--- src/rtl/noc_pkt_pkg.sv ---
// Shared NoC packet field layout, collector FSM encodings and sender-table indexing.
package noc_pkt_pkg;

  localparam int PID_MSB  = 24;
  localparam int PID_LSB  = 15;
  localparam int SID_MSB  = 14;
  localparam int SID_LSB  = 9;
  localparam int DATA_MSB = 8;
  localparam int PID_W    = PID_MSB - PID_LSB + 1;
  localparam int SID_W    = SID_MSB - SID_LSB + 1;

  typedef enum logic {
    WAIT_REQ = 1'b0,
    RECOVER  = 1'b1
  } state_e;

  // SenderID is {x[2:0], y[2:0]}; the table is laid out row-major on x.
  function automatic int unsigned sender_index(input logic [SID_W-1:0] sid,
                                               input int unsigned mesh_dim);
    int unsigned x;
    int unsigned y;
    x = 32'(sid[5:3]);
    y = 32'(sid[2:0]);
    return x * mesh_dim + y;
  endfunction

  function automatic logic sender_in_range(input logic [SID_W-1:0] sid,
                                           input int unsigned mesh_dim);
    int unsigned x;
    int unsigned y;
    x = 32'(sid[5:3]);
    y = 32'(sid[2:0]);
    return (x < mesh_dim) && (y < mesh_dim) &&
           (sender_index(sid, mesh_dim) < mesh_dim * mesh_dim);
  endfunction

endpackage

--- src/rtl/collector_stat_fifo_if.sv ---
// Local Port, consumer and statistics signals of the collector, plus debug visibility.
// Handshakes: Local Port - a packet is taken on the edge where ReqUpStr=1 and the
// collector is idle and not full; GntUpStr pulses one cycle later. Consumer - the head
// is popped on every edge where OutValid && OutReady; OutData is stable while OutValid=1.
interface collector_stat_fifo_if #(
  parameter int packetwidth = 26,
  parameter int TS_W        = 16,
  parameter int CNT_W       = 16,
  parameter int DEPTH       = 4
);
  localparam int CW = $clog2(DEPTH) + 1;

  logic [packetwidth-1:0]      PacketIn;
  logic                        ReqUpStr;
  logic                        GntUpStr;
  logic                        UpStrFull;
  logic [TS_W+packetwidth-1:0] OutData;
  logic                        OutValid;
  logic                        OutReady;
  logic [CNT_W-1:0]            RxCount;
  logic [CNT_W-1:0]            SeqErrCount;
  logic [5:0]                  MyID;
  logic                        dbg_state;
  logic [CW-1:0]               dbg_count;

  modport slave (
    input  PacketIn, ReqUpStr, OutReady,
    output GntUpStr, UpStrFull, OutData, OutValid, RxCount, SeqErrCount, MyID,
           dbg_state, dbg_count
  );

  modport master (
    output PacketIn, ReqUpStr, OutReady,
    input  GntUpStr, UpStrFull, OutData, OutValid, RxCount, SeqErrCount, MyID,
           dbg_state, dbg_count
  );
endinterface

--- src/rtl/sync_fifo_fwft.sv ---
// First-word-fall-through synchronous FIFO; head word is visible whenever not empty.
module sync_fifo_fwft #(
  parameter int WIDTH = 8,
  parameter int DEPTH = 4
) (
  input  logic                     clk,
  input  logic                     reset,
  input  logic                     push,
  input  logic [WIDTH-1:0]         din,
  input  logic                     pop,
  output logic [WIDTH-1:0]         dout,
  output logic                     full,
  output logic                     empty,
  output logic [$clog2(DEPTH):0]   count
);
  localparam int AW = $clog2(DEPTH);
  localparam int CW = AW + 1;

  logic [WIDTH-1:0] mem_q [DEPTH];
  logic [WIDTH-1:0] mem_d [DEPTH];
  logic [AW-1:0]    wr_q, wr_d;
  logic [AW-1:0]    rd_q, rd_d;
  logic [CW-1:0]    cnt_q, cnt_d;
  logic             do_push;
  logic             do_pop;

  assign full    = (cnt_q == CW'(DEPTH));
  assign empty   = (cnt_q == '0);
  assign count   = cnt_q;
  assign dout    = mem_q[rd_q];
  assign do_push = push && !full;
  assign do_pop  = pop && !empty;

  always_comb begin
    mem_d = mem_q;
    wr_d  = wr_q;
    rd_d  = rd_q;
    cnt_d = cnt_q;
    if (do_push) begin
      mem_d[wr_q] = din;
      wr_d        = wr_q + AW'(1);
    end
    if (do_pop) begin
      rd_d = rd_q + AW'(1);
    end
    case ({do_push, do_pop})
      2'b10:   cnt_d = cnt_q + CW'(1);
      2'b01:   cnt_d = cnt_q - CW'(1);
      default: cnt_d = cnt_q;
    endcase
  end

  always_ff @(posedge clk) begin
    if (!reset) begin
      wr_q  <= '0;
      rd_q  <= '0;
      cnt_q <= '0;
    end else begin
      wr_q  <= wr_d;
      rd_q  <= rd_d;
      cnt_q <= cnt_d;
    end
  end

  // Storage is not reset; the count alone decides which words are meaningful.
  always_ff @(posedge clk) begin
    mem_q <= mem_d;
  end

endmodule

--- src/rtl/collector_stat_fifo.sv ---
// PE-side collector: accepts Local Port packets, timestamps and buffers them, and keeps
// per-sender PacketID sequence checking with saturating packet/error statistics.
module collector_stat_fifo
  import noc_pkt_pkg::*;
#(
  parameter logic [5:0] routerID    = 6'b000_000,
  parameter int         packetwidth = 26,
  parameter int         MESH_DIM    = 3,
  parameter int         DEPTH       = 4,
  parameter int         TS_W        = 16,
  parameter int         CNT_W       = 16
) (
  input  logic                 clk,
  input  logic                 reset,
  collector_stat_fifo_if.slave bus
);
  localparam int NUM_SRC = MESH_DIM * MESH_DIM;
  localparam int IDX_W   = (NUM_SRC > 1) ? $clog2(NUM_SRC) : 1;
  localparam int FW      = TS_W + packetwidth;
  localparam int CW      = $clog2(DEPTH) + 1;

  state_e           state_q, state_d;
  logic             gnt_q, gnt_d;
  logic [TS_W-1:0]  cyc_q, cyc_d;
  logic [CNT_W-1:0] rx_q, rx_d;
  logic [CNT_W-1:0] seq_q, seq_d;
  logic [PID_W-1:0] last_pid_q [NUM_SRC];
  logic [PID_W-1:0] last_pid_d [NUM_SRC];
  logic [NUM_SRC-1:0] valid_q, valid_d;

  logic             accept;
  logic             pop;
  logic             fifo_full;
  logic             fifo_empty;
  logic [CW-1:0]    fifo_count;
  logic [FW-1:0]    fifo_head;
  logic [FW-1:0]    push_data;

  logic [SID_W-1:0] sid;
  logic [PID_W-1:0] pid;
  logic             src_ok;
  logic [IDX_W-1:0] src_idx;
  logic [PID_W-1:0] expect_pid;
  logic             seq_err;

  // State register, grant flop and free-running timestamp counter.
  always_ff @(posedge clk) begin
    if (!reset) begin
      state_q <= WAIT_REQ;
      gnt_q   <= 1'b0;
      cyc_q   <= '0;
    end else begin
      state_q <= state_d;
      gnt_q   <= gnt_d;
      cyc_q   <= cyc_d;
    end
  end

  always_comb begin
    state_d = state_q;
    case (state_q)
      WAIT_REQ: if (accept) state_d = RECOVER;
      RECOVER:  state_d = WAIT_REQ;
      default:  state_d = WAIT_REQ;
    endcase
  end

  // Full is the registered flag, so a same-cycle pop never enables an accept.
  always_comb begin
    accept    = (state_q == WAIT_REQ) && bus.ReqUpStr && !fifo_full;
    gnt_d     = accept;
    cyc_d     = cyc_q + TS_W'(1);
    push_data = {cyc_q, bus.PacketIn};
    pop       = !fifo_empty && bus.OutReady;
  end

  sync_fifo_fwft #(
    .WIDTH (FW),
    .DEPTH (DEPTH)
  ) u_fifo (
    .clk   (clk),
    .reset (reset),
    .push  (accept),
    .din   (push_data),
    .pop   (pop),
    .dout  (fifo_head),
    .full  (fifo_full),
    .empty (fifo_empty),
    .count (fifo_count)
  );

  always_comb begin
    sid        = bus.PacketIn[SID_MSB:SID_LSB];
    pid        = bus.PacketIn[PID_MSB:PID_LSB];
    src_ok     = sender_in_range(sid, MESH_DIM);
    src_idx    = IDX_W'(sender_index(sid, MESH_DIM));
    expect_pid = '0;
    rx_d       = rx_q;
    seq_d      = seq_q;
    valid_d    = valid_q;
    last_pid_d = last_pid_q;
    seq_err    = 1'b0;
    if (accept) begin
      if (rx_q != '1) rx_d = rx_q + CNT_W'(1);
      if (!src_ok) begin
        seq_err = 1'b1;
      end else begin
        // An out-of-order ID still becomes the new reference so one gap is one error.
        expect_pid = last_pid_q[src_idx] + PID_W'(1);
        if (valid_q[src_idx] && (pid != expect_pid)) seq_err = 1'b1;
        valid_d[src_idx]    = 1'b1;
        last_pid_d[src_idx] = pid;
      end
      if (seq_err && (seq_q != '1)) seq_d = seq_q + CNT_W'(1);
    end
  end

  always_ff @(posedge clk) begin
    if (!reset) begin
      rx_q    <= '0;
      seq_q   <= '0;
      valid_q <= '0;
      for (int i = 0; i < NUM_SRC; i++) last_pid_q[i] <= '0;
    end else begin
      rx_q       <= rx_d;
      seq_q      <= seq_d;
      valid_q    <= valid_d;
      last_pid_q <= last_pid_d;
    end
  end

  assign bus.GntUpStr    = gnt_q;
  assign bus.UpStrFull   = fifo_full;
  assign bus.OutData     = fifo_head;
  assign bus.OutValid    = !fifo_empty;
  assign bus.RxCount     = rx_q;
  assign bus.SeqErrCount = seq_q;
  assign bus.MyID        = routerID;
  assign bus.dbg_state   = state_q;
  assign bus.dbg_count   = fifo_count;

endmodule
--- src/flat_wrapper.sv ---
// flat-port wrapper written by rule: the top's interface ports become plain ports
module collector_stat_fifo_flat import noc_pkt_pkg::*;
#(
  parameter logic [5:0] routerID    = 6'b000_000,
  parameter int         packetwidth = 26,
  parameter int         MESH_DIM    = 3,
  parameter int         DEPTH       = 4,
  parameter int         TS_W        = 16,
  parameter int         CNT_W       = 16
)
  (clk, reset, bus_PacketIn, bus_ReqUpStr, bus_OutReady, bus_GntUpStr, bus_UpStrFull, bus_OutData, bus_OutValid, bus_RxCount, bus_SeqErrCount, bus_MyID, bus_dbg_state, bus_dbg_count);
  collector_stat_fifo_if #(.packetwidth(packetwidth), .TS_W(TS_W), .CNT_W(CNT_W), .DEPTH(DEPTH)) bus_i ();
  input  logic clk;
  input  logic reset;
  input wire logic [$bits(bus_i.PacketIn)-1:0] bus_PacketIn;
  input wire logic [$bits(bus_i.ReqUpStr)-1:0] bus_ReqUpStr;
  input wire logic [$bits(bus_i.OutReady)-1:0] bus_OutReady;
  output wire logic [$bits(bus_i.GntUpStr)-1:0] bus_GntUpStr;
  output wire logic [$bits(bus_i.UpStrFull)-1:0] bus_UpStrFull;
  output wire logic [$bits(bus_i.OutData)-1:0] bus_OutData;
  output wire logic [$bits(bus_i.OutValid)-1:0] bus_OutValid;
  output wire logic [$bits(bus_i.RxCount)-1:0] bus_RxCount;
  output wire logic [$bits(bus_i.SeqErrCount)-1:0] bus_SeqErrCount;
  output wire logic [$bits(bus_i.MyID)-1:0] bus_MyID;
  output wire logic [$bits(bus_i.dbg_state)-1:0] bus_dbg_state;
  output wire logic [$bits(bus_i.dbg_count)-1:0] bus_dbg_count;
  assign bus_i.PacketIn = bus_PacketIn;
  assign bus_i.ReqUpStr = bus_ReqUpStr;
  assign bus_i.OutReady = bus_OutReady;
  assign bus_GntUpStr = bus_i.GntUpStr;
  assign bus_UpStrFull = bus_i.UpStrFull;
  assign bus_OutData = bus_i.OutData;
  assign bus_OutValid = bus_i.OutValid;
  assign bus_RxCount = bus_i.RxCount;
  assign bus_SeqErrCount = bus_i.SeqErrCount;
  assign bus_MyID = bus_i.MyID;
  assign bus_dbg_state = bus_i.dbg_state;
  assign bus_dbg_count = bus_i.dbg_count;
  collector_stat_fifo #(.routerID(routerID), .packetwidth(packetwidth), .MESH_DIM(MESH_DIM), .DEPTH(DEPTH), .TS_W(TS_W), .CNT_W(CNT_W)) u_core (.clk(clk), .reset(reset), .bus(bus_i));
endmodule
--- config.mk ---
export PLATFORM = sky130hd
export DESIGN_NAME = collector_stat_fifo_flat
export DESIGN_NICKNAME = d
export VERILOG_FILES = /design/src/rtl/noc_pkt_pkg.sv /design/src/rtl/collector_stat_fifo_if.sv /design/src/rtl/sync_fifo_fwft.sv /design/src/rtl/collector_stat_fifo.sv /design/src/flat_wrapper.sv
export SDC_FILE = /design/constraint.sdc
export NUM_CORES = 1
export LEC_CHECK = 0
export CORE_AREA = 4 4 243 245
export DETAILED_ROUTE_END_ITERATION = 10
export DIE_AREA = 0 0 247 249
export PLACE_DENSITY_LB_ADDON = 0.1
export SLEW_MARGIN = 40
export SYNTH_ARGS = -nofsm -noshare
export SYNTH_HDL_FRONTEND = slang
export SYNTH_SLANG_ARGS = --single-unit
--- constraint.sdc ---
create_clock -name clk -period 9.9 [get_ports clk]
set_clock_uncertainty 0.1 [all_clocks]
set_input_delay 1.98 -clock clk [delete_from_list [all_inputs] [get_ports clk]]
set_output_delay 1.98 -clock clk [all_outputs]
set_load 0.02 [all_outputs]
; ---- Word level (Yosys, flattened, before mapping)
; Cells that the tools add are included.
[totals]
reg_bits = 324
in_bits = 30
output_inout_bits = 87
wordCells = 94
[op_classes]
add_sub_neg = 9
multipliers = 1
n_lt_le_gt_ge = 10
eq_ne = 6
mux = 22
bitwise_logic = 5
reduce_logical = 19
[ops]
columns = op, n
row1 = 168-bit bitwise mux, 1
row2 = 42-bit two-way mux, 3
row3 = 90-bit bitwise mux, 1
row4 = 42-bit binary-select mux with 2-bit select, 1
row5 = 42-bit demux with 2-bit select, 1
row6 = "16-bit by 1-bit adder with 16-bit output, second input constant", 3
row7 = 10-bit binary-select mux with 4-bit select, 1
row8 = 10-bit demux with 4-bit select, 1
row9 = "32-bit by 4-bit < comparator with 1-bit output, second input constant", 1
row10 = "16-bit inequality test, second input constant", 2
row11 = 10-bit two-way mux, 3
row12 = 1-bit logical AND, 12
row13 = "10-bit by 1-bit adder with 10-bit output, second input constant", 1
row14 = 10-bit inequality test, 1
row15 = 9-bit OR, 1
row16 = 5-bit by 3-bit adder with 6-bit output, 1
row17 = "3-bit >= comparator, second input constant", 2
row18 = "3-bit by 2-bit < comparator with 1-bit output, second input constant", 2
row19 = 1-bit two-way mux, 6
row20 = 2-bit inverter with 3-bit output, 2
row21 = 3-bit one-hot mux with 2 select lines, 1
row22 = 2-bit AND reduction, 3
row23 = "5-bit >= comparator, second input constant", 1
row24 = "4-bit by 5-bit < comparator with 1-bit output, second input constant", 1
row25 = 18 further kinds, 20

; ---- Longest topological paths before layout
; Gate-level depths: netlist (run 1).
[depth]
depth_word = 14
ltp_mapped = 22
depth_no_buf = 19

; ---- By module
; From an unflattened synthesis (run 1), not the netlist that was laid out.
[unflattened]
hier_cells = 1138
hier_area_um2 = 13787.0
[modules_own_cells]
columns = module, n_inst, cells_each, area_each_um2, seq_area_each_um2
row1 = collector_stat_fifo, 1, 867, 7220.7, 2982.9
row2 = sync_fifo_fwft, 1, 271, 6566.3, 5185.0

; ---- Worst setup path before layout (run 1)
; Ideal clock, no wire load.
[synth_timing]
path_kind = input -> register
from = input bus_PacketIn[10]
to = register u_core.seq_q[3], in the netlist u_core.bus.SeqErrCount[3]
setup_ns = 0.115
t_arrival_ns = 6.417
t_required_ns = 9.685
setup_slack_ns = 3.268
stages = 22
n_path_buf = 3
path_cell_list = inv_1 > fa_1 > inv_1 > ha_1 > inv_1 > fa_1 > buf_2 > inv_1 > clkbuf_1 > a31oi_1 > a21oi_1 > ha_1 > inv_1 > a211oi_1 > nand4_1 > mux2_2 > or4b_4 > a2111oi_4 > or3_1 > buf_6 > xnor2_1 > and2_1
[synth_between]
elab_chain_len = 13
elab_cells_between_ends = 19
classes_between = 2 x add/sub / 2 x order compare / 1 x eq/ne / 8 x mux / 1 x bitwise / 5 x reduce/logical
[synth_rtl]
columns = item, line_no
row1 = start: declaration, flat_wrapper.sv:15  ; input wire logic [$bits(bus_i.PacketIn)-1:0] bus_PacketIn;
row2 = 5-bit by 3-bit adder with 6-bit output, noc_pkt_pkg.sv:24  ; return x * mesh_dim + y;
row3 = 4-bit inverter with 5-bit output (implied by the code), collector_stat_fifo.sv:109  ; expect_pid = last_pid_q[src_idx] + PID_W'(1);
row4 = 10-bit binary-select mux with 4-bit select, collector_stat_fifo.sv:109
row5 = 10-bit two-way mux (implied by the code) (2 in series), collector_stat_fifo.sv:109
row6 = 10-bit by 1-bit adder with 10-bit output, collector_stat_fifo.sv:109
row7 = 10-bit inequality test, collector_stat_fifo.sv:110  ; if (valid_q[src_idx] && (pid != expect_pid)) seq_err = 1'b1;
row8 = 1-bit logical AND, collector_stat_fifo.sv:110
row9 = 1-bit two-way mux, collector_stat_fifo.sv:110
row10 = 1-bit two-way mux (*), collector_stat_fifo.sv:105  ; if (!src_ok) begin
row11 = 1-bit two-way mux (*), collector_stat_fifo.sv:103  ; if (accept) begin
row12 = 1-bit logical AND (*), collector_stat_fifo.sv:114  ; if (seq_err && (seq_q != '1)) seq_d = seq_q + CNT_W'(1);
row13 = 2-bit AND reduction (no source line) (*), -
row14 = end signal: assignment, collector_stat_fifo.sv:126  ; seq_q <= seq_d;
row15 = end: declaration, collector_stat_fifo.sv:26  ; logic [CNT_W-1:0] seq_q, seq_d;
; Every way passes the cells marked *; elsewhere a longest branch is shown, timed or not. The select of a mux whose other input is x is not followed.
; A chain may end at the register's enable or synchronous reset.

; ---- Worst setup path in the final report (run 1)
; Same ends and word-level chain as after synthesis.

==> impl_metrics.tcl, run 1 <==
set metrics [dict create \
    setup_viol 0 \
    final_util 0.302 \
    setup.worst_path.class "in -> reg" \
    synth_cell_types 65 \
    ys_top_cells_by_count "edfxtp_1 (168), dfxtp_1 (156), nand2_1 (97)" \
    p_leak_nw 5.84 \
    grt_pass1_vias 8933 \
    num_antenna_cells 0 \
    drv_cap 0 \
    ys_seq_area_frac 0.582 \
    drive_above_1_share 0.141 \
    yosysWarningCount 0 \
    initial_utilization 0.246 \
    slowest_stage "clkdlybuf4s50_1" \
    finalNonFillerCells 1972 \
    final_area_mm2 0.0173 \
    synth_top_area_frac 0.359 \
    hold_path.class "reg -> reg" \
    overflow 0 \
    cts_num_sinks 324 \
    yosysMostFrequentCell "edfxtp_1" \
    syn2layout_area_growth_pct 22.9 \
    syn_avg_cell_area_um2 13.1 \
    post-cts-setup-buffer-count 0 \
    ctsHoldBuffers 0 \
    dp_hpwl_mm 22.0 \
    gp_congestion 0.713 \
    placed_cell_area_mm2 0.0160 \
    slowest_delay_ns 0.59 \
    die_w_um 247 \
    fin_crit_sh 0.758 \
    required_ns 10.25 \
    fin_nets 1225 \
    via_per_inst 4.34 \
    max_freq_mhz 133 \
    pre_cts_ws_ns 1.82 \
    htree_levels 2 \
    async_flop_share 0 \
    clock_path_buffers 3 \
    drc 0 \
    worstSetupStartpointType "input port" \
    dr.pass1.iters 4 \
    grt_pass1_wl_mm 55.4 \
    ant_nets 0 \
    synthFlopType "edfxtp_1" \
    peakVddDrop_uv 111 \
    die_y_um 249 \
    cts_root_buffer "clkbuf_16" \
    wirelength_mm 35.5 \
    cts.reportedPaths.clkPinSlew_ns 0.06 \
    wl_per_cell_um 18.0 \
    total_power_mw 3.80 \
    crit_top_cell "inv_1" \
    rows 88 \
    cp_max_fo 26 \
    boundaryPins 117 \
    cts_made_buffers 40 \
    portBuffers 110 \
    synth-seq-cells 324 \
    cp_cell_sequence "clkdlybuf4s50_1 > inv_1 > fa_1 > inv_1 > ha_1 > inv_1 > fa_1 > xor2_2 > buf_4 > a21oi_1 > a21oi_1 > ha_1 > inv_1 > a211oi_1 > nand4_1 > mux2_2 > or4b_4 > a2111oi_4 > or3_1 > xnor2_1 > and2_1" \
    dr.first_iter.drc_count 521 \
    rsz0062_at_grt "false" \
    syn_inst 1071 \
    ys_top_cells_by_area "edfxtp_1 (36%), dfxtp_1 (22%), mux4_2 (9.9%), mux2i_1 (4.4%), nor2b_1 (3.2%)" \
    coreArea_mm2 0.0571 \
    worst_slack_ns 2.40 \
    hold_violations 0 \
    outcome "finished clean" \
    synth-edff-count 168 \
    syn-cell-area_mm2 0.0140 \
    fin_tns_setup_ns 0 \
    drv_slew 0 \
    cp-end-kind "flop" \
    final.min_clock_period_ns 7.50 \
    grt.total_usage 0.115 \
    yosys.area.top_type "edfxtp_1" \
    vias 8552 \
    antenna_found_initial 0 \
    worstPathArrival_ns 7.85 \
    cts_tree "built" \
    holdWs_ns 0.354 \
    slew_headroom 0.444 \
    clock_latency_ns 0.55 \
    dp.cells 1899 \
    cts.repair.resized 0 \
    grt_max_degree 86 \
    power_density_mw_per_mm2 220 \
    tightestPinTransition_ns 0.832 \
    dieArea_mm2 0.0615 \
]
-- cell type report --
type                       count  area [µm²]
fill                        5729       39900
sequential                   324        8170
multi-input combinational    654        5490
timing repair buffer         133        1280
clock buffer                  53        1110
tap                          765         957
clock inverter                19         150
inverter                      24        90.1
-- final timing paths --
kind	startpoint	to	slack [ns]	depth (start not counted)
max	bus_PacketIn[10]	u_core.bus.SeqErrCount[3]	2.40	21
min	u_core.valid_q[2]	u_core.valid_q[2]	0.35	2
max reg2reg	u_core.last_pid_q[20]	u_core.bus.SeqErrCount[3]	5.90	13
min reg2reg	u_core.valid_q[2]	u_core.valid_q[2]	0.35	2
-- state kept, by name, indices dropped and copies added (netlist names) --
register and cells:
u_core.bus.GntUpStr 1, u_core.bus.SeqErrCount 16, u_core.u_fifo.wr_q 2, u_core.u_fifo.mem_q 168, u_core.bus.dbg_state 1, u_core.u_fifo.rd_q 2
u_core.valid_q 9, u_core.u_fifo.count 3, u_core.cyc_q 16, u_core.bus.RxCount 16, u_core.last_pid_q 90
-- kinds of logic after synthesis --
group                    count (synthesis)  synth area share
adder cells (fa/ha/maj)                 18            0.0182
XOR/XNOR                                48            0.0299
other                                    1          0.000267
multiplexers                           128             0.149
AND/OR/NAND/NOR                        335             0.127
buffers and inverters                   98            0.0313
flip-flops                             324             0.582
AO/OA/AOI/OAI                          119            0.0625
-- critical path: cells and delay by family --
| kind | cells | cell delay (ns) |
|---|---|---|
| compound gates | 4 | 1.23 |
| xor+xnor | 2 | 0.44 |
| fa+ha+maj | 4 | 1.35 |
| buf+inv | 6 | 1.23 |
| mux | 1 | 0.33 |
| simple gates | 4 | 1.28 |
-- routing by layer --
layer,vias to the layer above,wire (µm),GRT usage
li1,4120,-,-
met1,4248,16600,0.157
met2,126,16600,0.185
met3,58,1380,0.0239
met4,0,873,0.0345
met5,-,0,0
-- where the power goes --
group	internal [mW]	switching, mW
clock	0.841	0.565
combinational	0.392	0.474
sequential	1.50	0.0328
total	2.73	1.07
-- cells in the final DEF (no fill, tap or decap), drive strengths merged, types with 3 or more instances in the layout --
master,count
nand3,42
fa,4
mux2i,62
and4,3
nor2b,71
a21o,3
a21boi,45
a21oi,16
a211oi,4
and2,44
dfxtp,156
xnor2,34
nor3,12
o22ai,3
clkbuf,53
ha,14
nand2,97
nor2,16
inv,24
conb,6
a31o,4
buf,25
xor2,14
nor4,3
nor3b,5
clkdlybuf4s50,108
clkinv,16
mux4,64
edfxtp,168
a31oi,8
nand4,9
or3,11
o21ai,16
o21a,6
and3,17
Note: power is estimated with default switching activity, not from simulation.
==> inputs of run 2 (changes only) <==
Clock period 9.9 ns to 6.81 ns, I/O delays scaled along.
==> impl_metrics.tcl, run 2 (synthesized netlist as in run 1, its figures left out) <==
set metrics [dict create \
    outcome "finished clean" \
    cp_max_fo 11 \
    coreArea_mm2 0.0571 \
    drive_above_1_share 0.153 \
    dr.pass1.iters 5 \
    post-cts-setup-buffer-count 0 \
    largest-register "u_core.u_fifo.mem_q" \
    final.min_clock_period_ns 6.12 \
    min_path_cells 2 \
    grt_pass1_vias 8931 \
    overflow 0 \
    fin_tns_setup_ns 0 \
    cts.repair.resized 0 \
    peakVddDrop_uv 163 \
    met2_length_mm 17.2 \
    dr.first_iter.drc_count 405 \
    hp-start "u_core.valid_q[2]" \
    via_per_inst 4.31 \
    wl_per_cell_um 18.0 \
    cts_tree "built" \
    drt-met1-wl_mm 16.7 \
    final_cell_mix "edfxtp_1 (168), dfxtp_1 (154), clkdlybuf4s50_1 (109), nand2_1 (97), nor2b_1 (71)" \
    htree_levels 2 \
    fin_nets 1248 \
    pre_cts_ws_ns 0.0369 \
    grt_pass1_wl_mm 55.9 \
    n_fill_cell 5690 \
    reg2reg_to "u_core.bus.SeqErrCount[3]" \
    worstPathArrival_ns 6.46 \
    max_freq_mhz 163 \
    cp-end-kind "flop" \
    worstSetupStartpointType "input port" \
    hold_path.class "reg -> reg" \
    wirelength_mm 35.9 \
    setup_viol 0 \
    required_ns 7.15 \
    fin_crit_sh 0.898 \
    p_leak_nw 5.96 \
    r2r-start "u_core.last_pid_q[21]" \
    dieArea_mm2 0.0615 \
    vias 8582 \
    tightestPinTransition_ns 0.790 \
    die_w_um 247 \
    ctsHoldBuffers 0 \
    clock_path_buffers 3 \
    clock_latency_ns 0.54 \
    grt.total_usage 0.117 \
    power_density_mw_per_mm2 317 \
    slew_headroom 0.472 \
    worst_slack_ns 0.691 \
    dp_hpwl_mm 23.0 \
    cts_root_buffer "clkbuf_16" \
    die_y_um 249 \
    gp_congestion 0.705 \
    layout_commonest_cell "edfxtp_1" \
    initial_utilization 0.246 \
    grt_max_degree 86 \
    portBuffers 110 \
    drc 0 \
    ff2ff_path_depth 14 \
    regToRegSetupSlack_ns 3.15 \
    cts_made_buffers 39 \
    largest_register_ffs 168 \
    ant_nets 0 \
    reg_top3 "u_core.u_fifo.mem_q: 168 flops, u_core.last_pid_q: 90 flops" \
    rsz0062_at_grt "false" \
    drv_cap 0 \
    setup.worst_path.class "in -> reg" \
    top_layer_used "met4" \
    antenna_found_initial 0 \
    boundaryPins 117 \
    hold_violations 0 \
    min_to "u_core.valid_q[2]" \
    drv_slew 0 \
    wl_met3_mm 1.25 \
    cts_num_sinks 324 \
    cts.reportedPaths.clkPinSlew_ns 0.05 \
    syn2layout_area_growth_pct 24.2 \
    rows 88 \
]
==> run 2: through the flow <==
stage | total power [mW] | cells | area, µm² | hold slack [ns] | utilization
5_1_grt | 5.82 | 1991 | 17400 | 0.376 | 0.305
3_3_place_gp | 3.58 | 1922 | 16200 | 0.344 | 0.283
6_report | 5.53 | 1993 | 17400 | 0.359 | 0.305
3_5_place_dp | 3.60 | 1923 | 16200 | 0.352 | 0.283
4_1_cts | 5.67 | 1990 | 17400 | 0.366 | 0.305
2_1_floorplan | 3.04 | 1076 | 14100 | 0.332 | -
==> run 2: metal layers <==
metal | GRT usage | vias up
li1 | - | 4157
met1 | 0.157 | 4272
met5 | 0 | -
met3 | 0.0208 | 44
met4 | 0.0340 | 0
met2 | 0.193 | 109
==> run 2: cell type report <==
cell class	instances	area, µm²	area share
clock buffers	53	1070	0.0613
inverters	24	90.1	0.00516
well taps	765	957	0.0549
flip-flops and latches	324	8170	0.468
diodes	2	5.00	0.000287
repair buffers	157	1510	0.0868
multi-input cells	654	5480	0.314
clock inverters	14	156	0.00897
==> run 2: worst max-delay path by stage <==
| stage | endpoint | from | slack [ns] | cells past startpoint |
|---|---|---|---|---|
| after floorplan | u_core.bus.SeqErrCount[3] | bus_PacketIn[10] | 0.80 | 22 |
| final | u_core.bus.SeqErrCount[3] | bus_PacketIn[10] | 0.69 | 21 |
| after global placement | u_core.bus.SeqErrCount[3] | bus_PacketIn[10] | 0.14 | 22 |
| after global routing | u_core.bus.SeqErrCount[3] | bus_PacketIn[10] | 0.27 | 22 |
| after detailed placement | u_core.bus.SeqErrCount[3] | bus_PacketIn[10] | 0.04 | 22 |
| after CTS | u_core.bus.SeqErrCount[3] | bus_PacketIn[10] | 0.61 | 22 |
==> run 2: report_power, final <==
part           leakage, nW  internal, mW  switching (mW)
logic                 2.55         0.598           0.661
registers             2.81          2.18          0.0814
clock network        0.602          1.21           0.804
==> run 2: worst max-delay path, stage by stage <==
cell	delay, ns
clkdlybuf4s50_1	0.48
inv_1	0.06
fa_1	0.51
inv_1	0.08
ha_1	0.16
inv_1	0.05
fa_1	0.48
xnor2_1	0.35
a31oi_1	0.13
a21oi_1	0.26
ha_1	0.24
inv_1	0.09
a211oi_1	0.20
nand4_1	0.17
mux2_2	0.31
or4b_4	0.49
a2111oi_4	0.29
buf_12	0.17
or3_1	0.32
xnor2_1	0.09
and2_1	0.15
==> inputs of run 3 (changes only) <==
Settings changed: MAX_ROUTING_LAYER set to met4.
==> impl_metrics.tcl, run 3 (synthesized netlist as in run 1, its figures left out) <==
set metrics [dict create \
    outcome "finished clean" \
    clock_path_buffers 3 \
    coreArea_mm2 0.0571 \
    cts_tree "built" \
    rows 88 \
    dr.first_iter.drc_count 370 \
    met2_length_mm 17.2 \
    drt-met1-wl_mm 16.6 \
    htree_levels 2 \
    drv_cap 0 \
    hold_path.class "reg -> reg" \
    die_y_um 249 \
    fin_nets 1247 \
    wl_per_cell_um 18.0 \
    cp_top_family "adder cells" \
    drive_above_1_share 0.152 \
    initial_utilization 0.246 \
    max_freq_mhz 163 \
    hold_violations 0 \
    overflow 0 \
    n_fill_cell 5687 \
    p_leak_nw 5.95 \
    peakVddDrop_uv 162 \
    power_density_mw_per_mm2 318 \
    multi_input_area_mm2 0.00548 \
    dieArea_mm2 0.0615 \
    fin_crit_sh 0.900 \
    layout_commonest_cell "edfxtp_1" \
    dr.pass1.iters 5 \
    die_w_um 247 \
    clock_latency_ns 0.55 \
    fin_tns_setup_ns 0 \
    tightestPinTransition_ns 0.793 \
    largest-register "u_core.u_fifo.mem_q" \
    cts_made_buffers 39 \
    drc 0 \
    via_per_inst 4.30 \
    setup.worst_path.class "in -> reg" \
    ant_nets 0 \
    cts.reportedPaths.clkPinSlew_ns 0.06 \
    post-cts-setup-buffer-count 0 \
    required_ns 7.15 \
    cp.buffers_inverters 6 \
    worstPathArrival_ns 6.47 \
    portBuffers 110 \
    slowest_stage "fa_1" \
    slowest_delay_ns 0.51 \
    setup_viol 0 \
    cts.repair.resized 0 \
    grt_max_degree 86 \
    holdWs_ns 0.362 \
    cp-end-kind "flop" \
    cts_root_buffer "clkbuf_16" \
    boundaryPins 117 \
    gp_congestion 0.713 \
    drv_slew 0 \
    cts_num_sinks 324 \
    cp_cell_sequence "clkdlybuf4s50_1 > inv_1 > fa_1 > inv_1 > ha_1 > inv_1 > fa_1 > xnor2_1 > a31oi_1 > a21oi_1 > ha_1 > inv_1 > a211oi_1 > nand4_1 > mux2_2 > or4b_4 > a2111oi_4 > buf_12 > or3_1 > xnor2_1 > and2_1" \
    slew_headroom 0.470 \
    grt_pass1_wl_mm 55.9 \
    antenna_found_initial 0 \
    rsz0062_at_grt "false" \
    wl_met3_mm 1.39 \
    wirelength_mm 35.9 \
    cp_max_fo 11 \
    syn2layout_area_growth_pct 24.1 \
    largest_register_ffs 168 \
    ctsHoldBuffers 0 \
    grt_pass1_vias 8929 \
    top_layer_used "met4" \
    grt.total_usage 0.120 \
    seqCellArea_mm2 0.00817 \
    final.min_clock_period_ns 6.13 \
    crit_top_cell "inv_1" \
    final_cell_mix "edfxtp_1 (168), dfxtp_1 (154), clkdlybuf4s50_1 (109), nand2_1 (97), nor2b_1 (71)" \
    reg_top3 "u_core.u_fifo.mem_q: 168 flops, u_core.last_pid_q: 90 flops" \
    vias 8569 \
    dp_hpwl_mm 23.0 \
    worstSetupStartpointType "input port" \
]
[run 3: changes by cell type in the layout (fill, tap and decap cells not counted)]
cell and delta:
buf_6 +1, buf_12 -1, buf_4 -1
[run 3: report_power, final]
| part | total, mW | switching (mW) | leakage [nW] | internal, mW |
|---|---|---|---|---|
| registers | 2.26 | 0.0811 | 2.81 | 2.18 |
| logic | 1.26 | 0.660 | 2.54 | 0.597 |
| clock network | 2.02 | 0.807 | 0.602 | 1.21 |
| total | 5.53 | 1.55 | 5.95 | 3.99 |
[run 3: final timing paths]
kind                                             from                        end  slack [ns]  cells after the start
worst max-delay path                 bus_PacketIn[10]  u_core.bus.SeqErrCount[3]        0.68                     21
worst max register to register  u_core.last_pid_q[21]  u_core.bus.SeqErrCount[3]        3.14                     14
worst min register to register      u_core.valid_q[2]          u_core.valid_q[2]        0.36                      2
worst min-delay path                u_core.valid_q[2]          u_core.valid_q[2]        0.36                      2
[run 3: worst reg2reg max path, cell delays in order, from the launching register on]
cell and delay [ns]:
dfxtp_1 0.31, mux4_2 0.49, a21oi_1 0.16, a21oi_1 0.09
ha_1 0.23, inv_1 0.12, a211oi_1 0.06, nand4_1 0.14
mux2_2 0.35, or4b_4 0.49, a2111oi_4 0.29, buf_12 0.17
or3_1 0.33, xnor2_1 0.10, and2_1 0.15
[run 3: cell type report]
| cell class | count | area share |
|---|---|---|
| antenna | 2 | 0.000287 |
| clock buffer | 53 | 0.0614 |
| clock inverter | 14 | 0.00897 |
| inverter | 24 | 0.00517 |
| multi-input combinational | 654 | 0.314 |
| sequential | 324 | 0.469 |
| tap | 765 | 0.0549 |
| timing repair buffer | 156 | 0.0859 |
[run 3: routing by layer]
metal  GRT usage  up-vias
met5           -        -
met4      0.0340        0
met3      0.0208       44
met2       0.193      122
met1       0.157     4243
li1            -     4160
[run 3: metrics by stage]
step / cells / setup WS, ns / total power [mW] / utilization / area, µm²
4_1_cts: 1990 / 0.614 / 5.67 / 0.305 / 17400
2_1_floorplan: 1076 / 0.796 / 3.04 / - / 14100
6_report: 1992 / 0.680 / 5.53 / 0.305 / 17400
5_1_grt: 1990 / 0.266 / 5.82 / 0.305 / 17400
3_3_place_gp: 1922 / 0.137 / 3.58 / 0.283 / 16200
3_5_place_dp: 1923 / 0.0369 / 3.60 / 0.283 / 16200
